<file path="config.mk">
export PLATFORM = sky130hd
export DESIGN_NAME = mem_access_ctrl_flat
export DESIGN_NICKNAME = d
export VERILOG_FILES = /design/src/rtl/arm_pkg.sv /design/src/rtl/mem_access_ctrl_if.sv /design/src/rtl/mem_access_ctrl_addr_map.sv /design/src/rtl/mem_access_ctrl.sv /design/src/flat_wrapper.sv
export SDC_FILE = /design/constraint.sdc
export NUM_CORES = 1
export LEC_CHECK = 0
export CAP_MARGIN = 20
export CORE_MARGIN = 3
export CORE_UTILIZATION = 45
export DETAILED_ROUTE_END_ITERATION = 8
export PLACE_DENSITY_LB_ADDON = 0.25
export SYNTH_ARGS = -nofsm -noshare
export SYNTH_HDL_FRONTEND = slang
export SYNTH_HIERARCHICAL = 1
export SYNTH_SLANG_ARGS = --single-unit
</file>
<file path="constraint.sdc">
create_clock -name clk -period 4.36 [get_ports clk]
set_input_delay 0.872 -clock clk [delete_from_list [all_inputs] [get_ports clk]]
set_output_delay 0.872 -clock clk [all_outputs]
set_load 0.05 [all_outputs]
</file>
<file path="src/rtl/arm_pkg.sv">
// Shared definitions for the ARM-lite pipeline: memory-stage FSM states,
// data-memory base address and the execute-stage command encodings.
package arm_pkg;

   typedef enum logic [1:0] {
      IDLE = 2'd0,
      BUSY = 2'd1,
      DONE = 2'd2
   } mem_state_t;

   // Byte address of data-memory word 0
   localparam int unsigned ADDR_BASE_DEF = 1024;

   // Execute-stage commands (several instructions share an ALU operation)
   localparam logic [3:0] EXE_MOV         = 4'b0001;
   localparam logic [3:0] EXE_MVN         = 4'b1001;
   localparam logic [3:0] EXE_ADD         = 4'b0010;
   localparam logic [3:0] EXE_ADC         = 4'b0011;
   localparam logic [3:0] EXE_SUB         = 4'b0100;
   localparam logic [3:0] EXE_SBC         = 4'b0101;
   localparam logic [3:0] EXE_AND         = 4'b0110;
   localparam logic [3:0] EXE_ORR         = 4'b0111;
   localparam logic [3:0] EXE_EOR         = 4'b1000;
   localparam logic [3:0] EXE_CMP         = 4'b0100;
   localparam logic [3:0] EXE_TST         = 4'b0110;
   localparam logic [3:0] EXE_ADD_LDR_STR = 4'b0010;

endpackage

</file>
<file path="src/rtl/mem_access_ctrl_if.sv">
// Request/ready handshake between the memory-stage controller and the data cache.
interface mem_access_ctrl_if #(
   parameter int unsigned WORD_ADDR_W = 16
);
   logic                   cache_req;
   logic                   cache_we;
   logic [WORD_ADDR_W-1:0] cache_addr;
   logic [31:0]            cache_wdata;
   logic                   cache_ready;
   logic [31:0]            cache_rdata;

   modport master (
      output cache_req, cache_we, cache_addr, cache_wdata,
      input  cache_ready, cache_rdata
   );

   modport slave (
      input  cache_req, cache_we, cache_addr, cache_wdata,
      output cache_ready, cache_rdata
   );
endinterface

</file>
<file path="src/rtl/mem_access_ctrl_addr_map.sv">
// Byte-address to cache word-address mapping with fault detection.
// Shared with the SRAM backing controller.
module mem_addr_map
   import arm_pkg::*;
#(
   parameter int unsigned ADDR_BASE   = ADDR_BASE_DEF,
   parameter int unsigned WORD_ADDR_W = 16
) (
   input  logic [31:0]            byte_addr_i,
   output logic [WORD_ADDR_W-1:0] word_addr_o,
   output logic                   fault_o
);

   localparam logic [31:0] BASE = 32'(ADDR_BASE);

   logic [31:0] rebased;
   logic [31:0] word_full;

   // Rebase, drop the byte offset, flag below-base / misaligned / out-of-range
   always_comb begin
      rebased     = byte_addr_i - BASE;
      word_full   = rebased >> 2;
      word_addr_o = word_full[WORD_ADDR_W-1:0];
      fault_o     = (byte_addr_i < BASE)
                 || (byte_addr_i[1:0] != 2'b00)
                 || ((word_full >> WORD_ADDR_W) != 32'd0);
   end

endmodule

</file>
<file path="src/rtl/mem_access_ctrl.sv">
// Memory-stage access controller: freezes the pipeline while an LDR/STR
// runs a request/ready handshake with the data cache.
module mem_access_ctrl
   import arm_pkg::*;
#(
   parameter int unsigned ADDR_BASE   = ADDR_BASE_DEF,
   parameter int unsigned WORD_ADDR_W = 16,
   parameter int unsigned TIMEOUT     = 255
) (
   input  logic               clk,
   input  logic               rst,
   input  logic               mem_r_en,
   input  logic               mem_w_en,
   input  logic [31:0]        alu_result,
   input  logic [31:0]        st_val,
   mem_access_ctrl_if.master  cache,
   output logic               freeze,
   output logic [31:0]        ld_data,
   output logic               err
);

   // Counter value seen during the last BUSY cycle before abort
   localparam logic [7:0] CNT_LAST = 8'(TIMEOUT - 1);

   mem_state_t             state_q, state_d;
   logic [7:0]             cnt_q, cnt_d;
   logic                   req_q, req_d;
   logic                   we_q, we_d;
   logic [WORD_ADDR_W-1:0] addr_q, addr_d;
   logic [31:0]            wdata_q, wdata_d;
   logic [31:0]            ld_q, ld_d;
   logic                   err_q, err_d;

   logic                   acc_en;
   logic                   timeout_hit;
   logic [WORD_ADDR_W-1:0] map_addr;
   logic                   map_fault;

   assign acc_en      = mem_r_en | mem_w_en;
   assign timeout_hit = (cnt_q == CNT_LAST);

   mem_addr_map #(
      .ADDR_BASE   (ADDR_BASE),
      .WORD_ADDR_W (WORD_ADDR_W)
   ) u_addr_map (
      .byte_addr_i (alu_result),
      .word_addr_o (map_addr),
      .fault_o     (map_fault)
   );

   // State register
   always_ff @(posedge clk or posedge rst) begin
      if (rst) state_q <= IDLE;
      else     state_q <= state_d;
   end

   // Next-state: faults skip BUSY; ready wins over a coincident timeout
   always_comb begin
      state_d = state_q;
      case (state_q)
         IDLE:    if (acc_en) state_d = map_fault ? DONE : BUSY;
         BUSY:    if (cache.cache_ready || timeout_hit) state_d = DONE;
         DONE:    state_d = IDLE;
         default: state_d = IDLE;
      endcase
   end

   // Outputs: combinational freeze plus next values of the registered bus/result
   always_comb begin
      freeze  = 1'b0;
      cnt_d   = cnt_q;
      req_d   = req_q;
      we_d    = we_q;
      addr_d  = addr_q;
      wdata_d = wdata_q;
      ld_d    = ld_q;
      err_d   = err_q;
      case (state_q)
         IDLE: begin
            if (acc_en) begin
               freeze = 1'b1;
               if (map_fault) begin
                  err_d = 1'b1;
                  ld_d  = 32'd0;
               end else begin
                  req_d   = 1'b1;
                  we_d    = mem_w_en;
                  addr_d  = map_addr;
                  wdata_d = st_val;
               end
            end
         end
         BUSY: begin
            freeze = 1'b1;
            cnt_d  = cnt_q + 8'd1;
            if (cache.cache_ready) begin
               req_d = 1'b0;
               if (!we_q) ld_d = cache.cache_rdata;
            end else if (timeout_hit) begin
               req_d = 1'b0;
               err_d = 1'b1;
               ld_d  = 32'd0;
            end
         end
         DONE: begin
            cnt_d = 8'd0;
         end
         default: begin
            cnt_d = 8'd0;
         end
      endcase
      if (rst) freeze = 1'b0;
   end

   // Registered bus, load data, sticky error and timeout counter
   always_ff @(posedge clk or posedge rst) begin
      if (rst) begin
         cnt_q   <= 8'd0;
         req_q   <= 1'b0;
         we_q    <= 1'b0;
         addr_q  <= '0;
         wdata_q <= 32'd0;
         ld_q    <= 32'd0;
         err_q   <= 1'b0;
      end else begin
         cnt_q   <= cnt_d;
         req_q   <= req_d;
         we_q    <= we_d;
         addr_q  <= addr_d;
         wdata_q <= wdata_d;
         ld_q    <= ld_d;
         err_q   <= err_d;
      end
   end

   assign cache.cache_req   = req_q;
   assign cache.cache_we    = we_q;
   assign cache.cache_addr  = addr_q;
   assign cache.cache_wdata = wdata_q;
   assign ld_data           = ld_q;
   assign err               = err_q;

endmodule

</file>
<file path="src/flat_wrapper.sv">
// flat-port wrapper written by rule: the top's interface ports become plain ports
module mem_access_ctrl_flat import arm_pkg::*;
#(
   parameter int unsigned ADDR_BASE   = ADDR_BASE_DEF,
   parameter int unsigned WORD_ADDR_W = 16,
   parameter int unsigned TIMEOUT     = 255
)
  (clk, rst, mem_r_en, mem_w_en, alu_result, st_val, freeze, ld_data, err, cache_cache_req, cache_cache_we, cache_cache_addr, cache_cache_wdata, cache_cache_ready, cache_cache_rdata);
  mem_access_ctrl_if #(.WORD_ADDR_W(WORD_ADDR_W)) cache_i ();
  input  logic clk;
  input  logic rst;
  input  logic mem_r_en;
  input  logic mem_w_en;
  input  logic [31:0] alu_result;
  input  logic [31:0] st_val;
  output logic freeze;
  output logic [31:0] ld_data;
  output logic err;
  output wire logic [$bits(cache_i.cache_req)-1:0] cache_cache_req;
  output wire logic [$bits(cache_i.cache_we)-1:0] cache_cache_we;
  output wire logic [$bits(cache_i.cache_addr)-1:0] cache_cache_addr;
  output wire logic [$bits(cache_i.cache_wdata)-1:0] cache_cache_wdata;
  input wire logic [$bits(cache_i.cache_ready)-1:0] cache_cache_ready;
  input wire logic [$bits(cache_i.cache_rdata)-1:0] cache_cache_rdata;
  assign cache_cache_req = cache_i.cache_req;
  assign cache_cache_we = cache_i.cache_we;
  assign cache_cache_addr = cache_i.cache_addr;
  assign cache_cache_wdata = cache_i.cache_wdata;
  assign cache_i.cache_ready = cache_cache_ready;
  assign cache_i.cache_rdata = cache_cache_rdata;
  mem_access_ctrl #(.ADDR_BASE(ADDR_BASE), .WORD_ADDR_W(WORD_ADDR_W), .TIMEOUT(TIMEOUT)) u_core (.clk(clk), .rst(rst), .mem_r_en(mem_r_en), .mem_w_en(mem_w_en), .alu_result(alu_result), .st_val(st_val), .cache(cache_i), .freeze(freeze), .ld_data(ld_data), .err(err));
endmodule
</file>
# After elaboration in Yosys (flattened, before gate mapping)
# Index checks and enable logic that the tools add are counted.
dict set report word_totals {
  mem_count 0
  latchBits 0
  ramBits 0
  out_inout_bits 84
  ff_bits 93
  in_bits 101
  mem_bits_ro 0
}
dict set report op_classes {
  n_shift 0
  eq_ne 10
  muxes 24
  n_mul 0
  n_bitwise 2
  n_lt_le_gt_ge 1
  div_mod_pow 0
  n_reduce_logical 12
  addsub 2
}
# operator count
set ops {}
lappend ops {{32-bit 2-to-1 mux} 5}
lappend ops {{32-bit one-hot mux with 2 select lines} 1}
lappend ops {{32-bit by 11-bit < comparator with 1-bit output, second input constant} 1}
lappend ops {{32-bit nonzero test} 1}
lappend ops {{32-bit by 11-bit subtractor with 32-bit output, second input constant} 1}
lappend ops {{8-bit one-hot mux with 2 select lines} 1}
lappend ops {{1-bit 2-to-1 mux} 10}
lappend ops {{5-bit AND reduction} 2}
lappend ops {{8-bit by 1-bit adder with 8-bit output, second input constant} 1}
lappend ops {{8-bit == test, second input constant} 1}
lappend ops {{2-bit by 1-bit != test with 1-bit output, second input constant} 4}
lappend ops {{2-bit 2-to-1 mux} 3}
lappend ops {{1-bit one-hot mux with 2 select lines} 3}
lappend ops {{2-bit != test, second input constant} 2}
lappend ops {{2-bit one-hot mux with 2 select lines} 1}
lappend ops {{4-bit AND reduction} 1}
lappend ops {{2-bit nonzero test} 2}
lappend ops {{1-bit logical OR} 3}
lappend ops {{3-bit by 2-bit != test with 1-bit output, second input constant} 1}
lappend ops {{3-bit != test, second input constant} 1}
lappend ops {{3-bit AND reduction} 1}
lappend ops {{2-bit by 1-bit == test with 1-bit output, second input constant} 1}
lappend ops {{2-bit logical NOT} 1}
lappend ops {{2-bit AND reduction} 1}
lappend ops {{other kinds (2)} 2}

# Logic depth before layout (Yosys ltp)
# Gate-level depths: netlist of run 1.
dict set report logic_depth {
  depth_word 6
  depth_mapped 14
  depth_no_buf 11
}

# By module
# Netlist of run 1, hierarchy kept.
# mod cells_per_inst instances area_per_inst_um2
set by_module_without_submodules {}
lappend by_module_without_submodules {mem_access_ctrl 346 1 4498.1}
lappend by_module_without_submodules {mem_addr_map 62 1 429.2}

# Worst setup path before layout of run 1
# OpenSTA, ideal clock, no wires.
dict set report synth_path {
  path_type {input to register}
  startpoint {in alu_result[10]}
  endpoint {reg u_core.addr_q[0] (netlist: u_core/cache.cache_addr[0])}
  path_buffers 3
  path_stages 14
  slack_ns 0.983
  t_arrival_ns 3.252
  setup_time_ns 0.125
  t_required_ns 4.235
  path_cell_list {inv_1 -> ha_1 -> or4b_1 -> clkbuf_1 -> nor2_1 -> o31ai_1 -> nand4_1 -> nor4b_2 -> o221ai_1 -> nor3_4 -> and2b_1 -> buf_6 -> buf_12 -> mux2_4}
}
dict set report synth_via {
  elab_chain_len 5
  word_cells_on_any_way 7
  cone_classes {1 x add/sub; 1 x order compare; 1 x bitwise; 4 x reduce/logical}
}
# element line
set synth_rtl {}
lappend synth_rtl {{from (decl)} flat_wrapper.sv:14} ;# input logic [31:0] alu_result;
lappend synth_rtl {{32-bit by 11-bit subtractor with 32-bit output / 32-bit by 11-bit < comparator with 1-bit output (equally long branches)} {mem_access_ctrl_addr_map.sv:21, mem_access_ctrl_addr_map.sv:24}}
lappend synth_rtl {{32-bit nonzero test / 1-bit logical OR (equally long branches)} {mem_access_ctrl_addr_map.sv:26, mem_access_ctrl_addr_map.sv:25}}
lappend synth_rtl {{1-bit logical OR *} mem_access_ctrl_addr_map.sv:26} ;# || ((word_full >> WORD_ADDR_W) != 32'd0);
lappend synth_rtl {{net u_core.map_fault} mem_access_ctrl.sv:37} ;# logic map_fault;
lappend synth_rtl {{1-bit NOT (no source line) *} -}
lappend synth_rtl {{3-bit AND reduction (no source line) *} -}
lappend synth_rtl {{to (signal assigned)} mem_access_ctrl.sv:129} ;# addr_q <= addr_d;
lappend synth_rtl {{to (decl)} mem_access_ctrl.sv:29} ;# logic [WORD_ADDR_W-1:0] addr_q, addr_d;
# The timed path passes the listed nets; every way through them passes the cells marked *.
# A chain may end at the register's enable or synchronous reset.

# Worst setup path after layout of run 1
dict set report layout_path {
  startpoint {in alu_result[10]}
  endpoint {reg u_core.addr_q[2] (netlist: u_core/cache.cache_addr[2])}
}
# The elaborated chain is that of the path after synthesis.

==> out/metrics.csv, run 1 <==
metric;value;unit
run status;complete, no violations;
total CTS buffers;9;
CTS Hold Bufs;0;
final hold slack;0.506;ns
maxcap violations;0;
Final Hold Fails;0;
initial antenna violation count;0;
register bit total from synthesis;93;
Comb pwr share;0.112;
Yosys top cell area share;0.472;
Final WS setup;0.477;ns
yosys warns;6;
setup slack at placement;0.158;ns
Clock Latency Late Sink;0.36;ns
Leak Pwr;2.87;nW
critical path peak fanout;26;
Post-layout nets;681;
Clock Path Buffers;2;
largest net degree at the start of global routing;84;
footprint of the multi-input gates;0.00218;mm²
Inst Count DP;702;
Ports;185;
Root Buffer;clkbuf_8;
Req. time, crit path;4.61;ns
Synth Flop Type;dfrtp_1;
fin util;0.662;
Avg Cell Area, Syn;12.1;µm²
drt total wl;12300;µm
Worst-path clk slew;0.10;ns
CORE AREA;0.0105;mm²
gr usage total;0.201;
CP Launch Point;alu_result[10];
final non-filler cell area;0.00696;mm²
TritonRoute pass-1 iters;4;
Final Skew;0.00915;ns
Filler cells;800;
IO Port Bufs;184;
CP Capture Type;flip-flop;
Worst setup SP type;input pin;
gpl congestion;0.858;
H-tree Lvls;3;
# setup viols final;0;
fin crit period;3.88;ns
Final period util;0.891;
Area Growth Syn to Fin;41.3;%
most frequent cell after synthesis;dfrtp_1;
Post-Syn Area;0.00493;mm²
vias in the first global route;3818;
Fmax;258;MHz
ANT cells;0;
worst path arrival time;4.13;ns
number of non-filler instances in the completed layout;718;
Synth top cells by count;93 x dfrtp_1, 49 x mux2_4, 41 x nand2_1, 39 x inv_1, 35 x nand3_1;
Chip Width;111;µm
crit path kind;in -> reg;
slew margin rel.;0.624;
clk sinks;93;
Pwr Total;1.59;mW
Mapped Nets;512;
First DRT Iteration DRCs;237;
power per cell area;228;mW/mm²
Seq. cell area;0.00233;mm²
DP Wirelength;8670;µm
largest area contributor in the netlist;dfrtp_1;
Post-synth ARST share;1.00;
RSZ-0062 raised after global routing;no;
Initial Utilization;0.469;
Avg Vias per Cell;5.22;
sw frac;0.258;
TritonCTS clock tree;done;
# Post-CTS Setup Buffers;0;
sequential fraction of the synthesis area;0.472;
P_int;1.18;mW
layout cells sized above 1;0.196;
Slew Viols, Final;0;
Sw Pwr;0.411;mW
Die Height;111;µm
first-pass GRT wire length;20300;µm
EDFF count, synth;0;
Slew @ Worst Pin;0.564;ns
Yosys cell types;44;
Cells after Synth;408;
power share of the clock group;0.341;
Seq pwr share;0.547;
Hold Path Class;reg -> reg;
Critical R2R Launch;u_core/state_q[0];
Peak VDD IR;0.000131;V
Post-Place Cell Area;0.00678;mm²
GRT overflow;0;
# rows;37;
CTS resizes;0;
ANT nets after route;0;
via total after detailed routing;3751;
hold path start;u_core/err;
Avg WL per Cell;17.1;µm
setup tns final;0;ns
die area;0.0122;mm²
Synth area leaders;dfrtp_1 47%, mux2_4 15%, o221ai_2 9.1%;
Residual DRC;0;
logic make-up after synthesis:
group | Yosys count | synth area share
buffers and inverters | 73 | 0.0899
and+or+nand+nor | 124 | 0.134
adders and majority gates | 3 | 0.00762
muxes | 49 | 0.149
DFF | 93 | 0.472
AOI/OAI and AO/OA | 55 | 0.127
xor gates and xnor gates | 11 | 0.0196
cell type report:
type	count	share of cell area
well taps	136	0.0244
flip-flops and latches	93	0.334
multi-input cells	242	0.314
clock buffers	9	0.0178
clock inverters	7	0.00791
repair buffers	192	0.280
inverters	39	0.0212
path summary, 6_finish.rpt:
kind | end | slack, ns | cells past startpoint
min reg2reg | u_core/err | 0.51 | 1
max in group asynchronous | u_core/cache.cache_wdata[9] | 2.91 | 3
min | u_core/err | 0.51 | 1
max reg2reg | u_core/cache.cache_addr[2] | 2.41 | 5
max | u_core/cache.cache_addr[2] | 0.48 | 13
min in group asynchronous | u_core/ld_data[30] | 0.77 | 2
per-layer routing:
layer | share of wire | track usage | vias up | wire (µm)
li1 | - | - | 1771 | -
met1 | 0.45 | 0.279 | 1800 | 5570
met2 | 0.45 | 0.310 | 168 | 5550
met3 | 0.082 | 0.0526 | 12 | 1000
met4 | 0.012 | 0.0624 | 0 | 150
met5 | 0 | 0 | - | 0
worst max-delay path, cell delays in order:
cell and delay [ns]:
clkdlybuf4s50_1 0.44, inv_1 0.10, ha_1 0.23, nor4b_2 0.33, nand4_2 0.18, mux2_4 0.33
o21ai_1 0.12, nor4b_2 0.19, o221ai_1 0.25, nor3_4 0.21, and2b_2 0.28, buf_12 0.25
mux2_4 0.33
flip-flops by register name, indices dropped and copies added (netlist names):
signal	count
u_core/cache.cache_wdata	32
u_core/ld_data	32
u_core/cache.cache_addr	16
u_core/cnt_q	8
u_core/state_q	2
u_core/cache.cache_req	1
u_core/cache.cache_we	1
u_core/err	1
cell usage in the layout (no fill, tap or decap), types with 3 or more instances in the layout:
| master | instances |
|---|---|
| nand3_1 | 35 |
| ha_1 | 3 |
| dfrtp_1 | 93 |
| mux2_4 | 49 |
| nor3_1 | 10 |
| nand2b_1 | 3 |
| nand2_1 | 41 |
| and3_1 | 3 |
| clkdlybuf4s50_1 | 184 |
| nand4_1 | 4 |
| buf_12 | 4 |
| o21ai_0 | 4 |
| buf_4 | 4 |
| inv_1 | 38 |
| inv_6 | 3 |
| xor2_1 | 9 |
| a21oi_1 | 3 |
| nor2_1 | 13 |
| o221ai_2 | 30 |
| o221ai_1 | 3 |
| clkbuf_8 | 9 |
| clkinv_2 | 3 |
| or3_1 | 3 |
power by group through the flow:
stage | clock network, mW | logic [mW] | registers (mW)
floorplan | 0 | 0.0615 | 0.883
global placement | 0 | 0.177 | 0.886
detailed placement | 0 | 0.179 | 0.886
CTS | 0.567 | 0.180 | 0.869
global route | 0.604 | 0.192 | 0.870
finish | 0.542 | 0.178 | 0.869
(Power assumes the default switching activity.)
==> run 2, diff against run 1 <==
- CTS_CLUSTER_DIAMETER: not set -> 100
- SLEW_MARGIN: not set -> 20
==> results of run 2 <==
Final layout, timing and power as in run 1 (identical DEF).
==> run 3, diff against run 2 <==
- SETUP_SLACK_MARGIN: not set -> 0.05
==> results of run 3 <==
Final layout, timing and power as in run 1 (identical DEF).
